--- src/rtl/updown_step_checker_sat_counter.sv ---
// Saturating event counter; clear wins over a coincident increment.
module sat_counter #(
    parameter int W = 8
) (
    input  logic         clk,
    input  logic         rst,
    input  logic         clr,
    input  logic         inc,
    output logic [W-1:0] q
);

    // Count up on inc, stick at all-ones, zero on rst or clr.
    always_ff @(posedge clk) begin
        if (rst)
            q <= '0;
        else if (clr)
            q <= '0;
        else if (inc && (q != {W{1'b1}}))
            q <= q + W'(1);
    end

endmodule

--- config.mk ---
export PLATFORM = sky130hd
export DESIGN_NAME = sat_counter
export DESIGN_NICKNAME = d
export VERILOG_FILES = /design/src/rtl/updown_step_checker_sat_counter.sv
export SDC_FILE = /design/constraint.sdc
export NUM_CORES = 1
export LEC_CHECK = 0
export CAP_MARGIN = 20
export CORE_AREA = 10 10 47 49
export CTS_BUF_LIST = sky130_fd_sc_hd__clkbuf_4
export CTS_CLUSTER_DIAMETER = 40
export DETAILED_ROUTE_END_ITERATION = 6
export DIE_AREA = 0 0 57 59
export PLACE_DENSITY = 0.58
export SYNTH_ARGS = -nofsm -noshare
export SYNTH_HDL_FRONTEND = slang
export SYNTH_SLANG_ARGS = --single-unit
--- constraint.sdc ---
create_clock -name clk -period 3.2 [get_ports clk]
set_input_delay 0.32 -clock clk [delete_from_list [all_inputs] [get_ports clk]]
set_output_delay 0.32 -clock clk [all_outputs]
set_load 0.01 [all_outputs]
== Yosys cells after proc, flatten, opt, wreduce, memory -nomap -nowiden ==
Index checks and enable logic that the tools add are counted.

* $add $sub $neg: 1
* Equal/unequal tests: 1
* Reductions and logical operators: 2

{| class="wikitable"
|+ Operators by type and width
! kind !! count
|-
| $add A8 B1 Y8 const B || 1
|-
| $ne A8 B8 Y1 const B || 1
|-
| $reduce_or A2 Y1 || 1
|-
| $logic_and A1 B1 Y1 || 1
|}

* Register bits after elaboration: 8
* Input bits: 4
* Output and inout bits: 8
* Word-level logic and storage cells: 5

== Depth between registers and ports, before layout ==
Gate-level depths: netlist of run 1.

* Depth in word-level cells: 2
* Depth in mapped cells: 4
* Depth with buffers taken out: 4

== Least setup slack after synthesis of run 1 ==
Ideal clock, no wire load.

* Path type: register to register
* From: reg q[0]
* To: reg q[6]
* Setup time: 0.115 ns
* Arrival: 1.294 ns
* Data required time: 3.085 ns
* Path slack: 1.790 ns
* Stages on the path, launching flop included: 5
* Path buffers: 0
* Clock period less this slack: 1.410 ns
* Cells stage by stage: dfxtp_1 > ha_1 > nand3_1 > or4_1 > and3_1

* Word-level cells in the longest chain between the ends: 2
* Elaborated cells between the ends (all ways): 3
* Those cells by class: 1 x add/sub; 1 x eq/ne; 1 x reduce/logical

{| class="wikitable"
|+ Ends and longest elaborated chain
! element !! line !! RTL
|-
| from (decl) || 9 || <nowiki>output logic [W-1:0] q</nowiki>
|-
| from (signal assigned) || 19 || <nowiki>q <= q + W'(1);</nowiki>
|-
| branches (longest 2 deep; another with $add A8 B1 Y8) || n/a ||
|}

Several ways; the timed one is not identified.
A chain may end at the register's enable or synchronous reset.

== Final worst setup path of run 1 ==
* From: reg q[3]
* To: out q[3]

No word-level cell between the ends.

==> results of run 1 <==
worst reg2reg max path, cell delays in order, from the launching register on:
cell and delay [ns]:
dfxtp_1 0.38, ha_1 0.25, nand3_1 0.13, or4_1 0.41, and3_1 0.19
per-stage QoR:
stage	std cells	util [%]	hold slack, ns	area (um2)	total power, mW
floorplan	47	-	0.384	435	0.109
global placement	73	39.8	0.486	558	0.118
detailed placement	73	39.8	0.493	558	0.118
CTS	76	41.4	0.503	581	0.195
global route	76	41.4	0.523	581	0.204
finish	76	41.4	0.493	581	0.192
how the worst max path moves through the flow:
stage                     start   end  cells after the start
final                      q[3]  q[3]                      1
after global routing       q[3]  q[3]                      1
after CTS                  q[3]  q[3]                      1
after detailed placement    inc  q[5]                      4
after global placement      inc  q[5]                      4
after floorplan            q[0]  q[6]                      4
area by class of cell:
| cell class | count | area share (%) |
|---|---|---|
| Multi-Input combinational cell | 37 | 45.5 |
| Sequential cell | 8 | 27.6 |
| Timing Repair Buffer | 11 | 19.0 |
| Clock buffer | 3 | 3.88 |
| Tap cell | 16 | 3.45 |
| Inverter | 1 | 0.647 |
where the power goes:
part	total (mW)	internal (mW)	switching (mW)
Clock	0.0762	0.0429	0.0334
Combinational	0.0140	0.00722	0.00678
Sequential	0.102	0.101	0.000929
layout by cell type, fill, tap and decap left out, drive strengths merged:
| cell | count |
|---|---|
| a2111oi | 1 |
| a21boi | 3 |
| a21oi | 4 |
| a31oi | 1 |
| and3 | 3 |
| and3b | 1 |
| and4 | 2 |
| clkbuf | 3 |
| clkdlybuf4s50 | 11 |
| dfxtp | 8 |
| ha | 1 |
| inv | 1 |
| mux2i | 4 |
| nand2 | 6 |
| nand3 | 2 |
| nand4 | 2 |
| nor2 | 1 |
| nor4 | 1 |
| o21ai | 1 |
| or3 | 3 |
| or4 | 1 |
logic make-up (layout without fill, tap and decap cells):
group                      count (synthesis)  in the layout  share of synthesized area [%]
buffers and inverters                      2             15                           2.59
muxes                                      4              4                           9.20
adders and majority gates                  1              1                           2.87
and+or+nand+nor                           22             22                           29.0
AOI/OAI and AO/OA                         10             10                           19.5
DFF                                        8              8                           36.8
per-layer routing:
| metal | GRT usage [%] | share of wire [%] |
|---|---|---|
| met1 | 7.54 | 45 |
| met2 | 7.91 | 46 |
| met3 | 2.79 | 6.2 |
| met4 | 7.05 | 3.6 |
| met5 | 0 | 0 |
==> results.cfg, run 1 <==
[outcome]
status = completed

[final_layout]
num_antenna_cells = 0
seqCellArea_um2 = 160
area_delta_synth_final_pct = 33.3
largest_register_ff_count = 8
regMostFlops = q
layout-drive-gt1-share_pct = 8.33
reg.largest.list = q (8)
fin_nets = 67
multi_input_area_um2 = 264
nFillCells = 153

[critical_path]
start_kind = flip-flop
worst_path_dominant_cell_family = buffers and inverters
crit_path_end_kind = output port
slowest_stage = clkdlybuf4s50_1
cp_num_buf_inv = 1
r2r_setup_slack_ns = 1.75
critPathKind = flip-flop to output port
path_max_fanout = 8
cp.required_ns = 2.88
max_stage_delay_ns = 0.59
r2r_start = q[0]
crit_arrival_ns = 1.28
crit_path_cell_trace = clkdlybuf4s50_1
ff2ff_path_depth = 4
reg2reg_to = q[6]

[sta]
setup_tns_ns = 0
worst_pin_slew_ns = 0.427
setup_viol_count_final = 0
finalHoldViolations = 0
final_max_slew_viol_count = 0
fmax_mhz = 623
timing.slew.headroom_pct = 71.4
fin_skew_ns = 0.00143
layout_min_cycle_time_ns = 1.60
rsz0062_at_grt = no
post-route-period-util_pct = 50.1
setup_slack_ns = 1.60

[synthesis]
synth.most_common_cell = dfxtp_1
synthTopCellsByArea = dfxtp_1 37%, mux2i_1 9.2%, a2111oi_4 6.3%
netlist_instances = 47
synth_common_cells = 8 x dfxtp_1, 6 x nand2_1, 4 x a21oi_1, 4 x mux2i_1
synth_top_area_share_pct = 36.8
yosysSeqAreaShare_pct = 36.8
avgSynthCellArea_um2 = 9.26
syn_nets = 52
synth_edf_count = 0
synth_cell_types = 21
synth.largest_area_cell = dfxtp_1
async_flop_share_pct = 0
ys_warn_count = 0
syn_area_um2 = 435
ys_ff_latch = 8
synth_flop_cell = dfxtp_1

[global_route]
grt_pass1_vias = 376
grt_start_max_net_pins = 9
track_usage_pct = 6.41
antenna_found_initial = 0
grt_overflow_total = 0
grt_first_pass_wirelength_um = 1670

[place]
dpl.hpwl_um = 742
pre_cts_slack_ns = 1.49
placement.io_buffers = 11
routabilityCongestion = 0.780

[routing]
ant_nets = 0
drc = 0
vias_per_cell = 5.38
routedWlPerCell_um = 12.9
drt_iter0_markers = 7
wl_um = 984
vias = 409
drtPass1Iterations = 4

[die]
die_h_um = 59
die-area_um2 = 3360
boundaryPins = 12
initial_core_util_pct = 31.1
core_um2 = 1400
die_x_um = 57
rows = 14

[clock_network]
tritoncts = built
numCtsBuffers = 3
root_buffer = clkbuf_4
clockBufferDepth = 2
post_cts_resize_count = 0
cts_setup_buffers = 0
htreeDepth = 1
cts.sinks = 8
cts.clk_slew.worst_paths_ns = 0.05
holdBufCountCts = 0
clk_latency_ns = 0.25

[flow_run]
cap_violations = 0

[pwr]
p_per_area_nw_per_um2 = 330
peakVddDrop_mv = 0.160
p_leak_nw = 0.209

[worst_hold_path]
hold-path-cell-count = 2
hp-class = flip-flop to flip-flop
hold_end = q[1]
min_from = q[1]
(Power assumes the default switching activity.)
==> run 2, diff against run 1 <==
--- a/config.mk
+++ b/config.mk
@@ -11,7 +11,7 @@
 export CTS_CLUSTER_DIAMETER = 40
 export DETAILED_ROUTE_END_ITERATION = 6
 export DIE_AREA = 0 0 57 59
-export PLACE_DENSITY = 0.58
+export PLACE_DENSITY = 0.6
 export SYNTH_ARGS = -nofsm -noshare
 export SYNTH_HDL_FRONTEND = slang
 export SYNTH_SLANG_ARGS = --single-unit
==> constraint.sdc (replaced) <==
create_clock -name clk -period 1.4 [get_ports clk]
set_input_delay 0.14 -clock clk [delete_from_list [all_inputs] [get_ports clk]]
set_output_delay 0.14 -clock clk [all_outputs]
set_load 0.01 [all_outputs]
==> run 2 against run 1 <==
  * Utilization grew 5.4 points
  * Hold slack gained 0.045 ns
  * Count of clock-buffer cells in the layout is the same
  * Final cell count grew 12%
  * Combinational power grew to 3.3 times the previous value
  * Sequential power grew 130%
  * Die area is the same
  * Non-clock buffer count grew 9
  * Sequential cell count is the same
  * Setup slack lost 1.6 ns
  * First-iteration DRC count shrank 43%
  * Global-route usage grew 0.21 points
  * Critical path type unchanged
  * Critical endpoint is now q[0]
==> results.cfg, run 2 (synthesis results as in run 1) <==
[outcome]
status = completed

[die]
initial_core_util_pct = 31.1
rows = 14
die_x_um = 57
die_h_um = 59
boundaryPins = 12
die-area_um2 = 3360
core_um2 = 1400

[clock_network]
cts.clk_slew.worst_paths_ns = 0.06
numCtsBuffers = 3
clk_latency_ns = 0.26
tritoncts = built
root_buffer = clkbuf_4
htreeDepth = 1
clockBufferDepth = 2
cts.sinks = 8

[final_layout]
design_area_um2 = 657
fin_nets = 76
reg.largest.list = q (8)
fin_util_pct = 46.9
seqCellArea_um2 = 164
num_antenna_cells = 0
largest_register_ff_count = 8
layout_common_cells = 9 x clkdlybuf4s50_1, 9 x buf_4, 6 x nand2_1
area_delta_synth_final_pct = 50.9
regMostFlops = q
layout-drive-gt1-share_pct = 27.5
multi_input_area_um2 = 268
nFillCells = 147

[sta]
timing.slew.headroom_pct = 81.8
hold_slack_ns = 0.539
finalHoldViolations = 0
layout_min_cycle_time_ns = 1.36
fmax_mhz = 733
rsz0062_at_grt = yes
worst_pin_slew_ns = 0.271
setup_slack_ns = 0.0352
fin_skew_ns = 0.00442
setup_tns_ns = 0
post-route-period-util_pct = 97.5
setup_viol_count_final = 0
final_max_slew_viol_count = 0

[routing]
drtPass1Iterations = 3
vias_per_cell = 5.28
routedWlPerCell_um = 12.8
drc = 0
ant_nets = 0
wl_um = 1090
drt_iter0_markers = 4
vias = 449

[global_route]
use_met1_pct = 6.81
global_route.usage.met3_pct = 2.79
grt_first_pass_wirelength_um = 1740
grt_overflow_total = 0
grt_start_max_net_pins = 8
grt_pass1_vias = 416
antenna_found_initial = 0
met2_usage_pct = 10.1
busiest_layer = met2
track_usage_pct = 6.63

[place]
dpl.hpwl_um = 841
dpl_cell_area_um2 = 629
placement.io_buffers = 11
pre_cts_slack_ns = -0.0888
routabilityCongestion = 0.780

[critical_path]
crit_arrival_ns = 1.22
critPathKind = flip-flop to output port
crit_path_end_kind = output port
path_max_fanout = 4
start_kind = flip-flop
r2r_setup_slack_ns = 0.04
cp.required_ns = 1.26

[pwr]
p_per_area_nw_per_um2 = 709
peakVddDrop_mv = 0.399
p_leak_nw = 0.277

[worst_hold_path]
hp-class = flip-flop to flip-flop

[flow_run]
cap_violations = 0
==> run 2: cell types whose count changed in the layout (fill, tap and decap cells not counted) <==
| cell | previous run | this run |
|---|---|---|
| and4_2 | 0 | 1 |
| ha_1 | 1 | 0 |
| dlymetal6s2s_1 | 0 | 1 |
| ha_2 | 0 | 1 |
| dfxtp_2 | 0 | 3 |
| buf_4 | 0 | 9 |
| dlygate4sd2_1 | 0 | 1 |
| clkdlybuf4s50_1 | 11 | 9 |
| dfxtp_1 | 8 | 5 |
| and4_1 | 2 | 1 |
==> run 2: final cells by class <==
class / count / share of cell area, %
Multi-Input combinational cell: 37 / 40.8
Timing Repair Buffer: 20 / 27.2
Sequential cell: 8 / 25.0
Clock buffer: 3 / 3.43
Tap cell: 16 / 3.05
Inverter: 1 / 0.571
==> run 2: final timing paths <==
| path | startpoint | end | depth (start not counted) |
|---|---|---|---|
| worst max register to register | q[1] | q[6] | 4 |
| worst min-delay path | q[4] | q[4] | 2 |
| worst max-delay path | q[0] | q[0] | 2 |
| worst min register to register | q[4] | q[4] | 2 |
==> run 2: where the power goes <==
group / internal, mW / switching, mW
registers: 0.230 / 0.00109
clock network: 0.0989 / 0.0894
logic: 0.0275 / 0.0189
total: 0.356 / 0.109
==> run 2: metrics by stage <==
| step | power [mW] | std cells |
|---|---|---|
| 3_3_place_gp | 0.283 | 82 |
| 4_1_cts | 0.470 | 85 |
| 6_report | 0.466 | 85 |
| 5_1_grt | 0.480 | 85 |
| 3_5_place_dp | 0.283 | 82 |
| 2_1_floorplan | 0.249 | 47 |
==> run 2: timing repair <==
action                                  in CTS  in global routing
resized for setup                            3                  2
cloned                                       0                  0
pin swaps                                    0                  0
hold buffers                                 0                  0
setup buffers                                0                  0
endpoints found under the setup margin       3                  3
==> run 2: worst max-delay path: stages, from the launching register on <==
cell and delay, ns:
dfxtp_2 0.33, buf_4 0.11, clkdlybuf4s50_1 0.53
==> run 2: routing by layer <==
| layer | wire length [um] | up-vias |
|---|---|---|
| met5 | 0 | - |
| met4 | 29 | 0 |
| met3 | 66 | 4 |
| met2 | 494 | 12 |
| met1 | 500 | 206 |
| li1 | - | 227 |
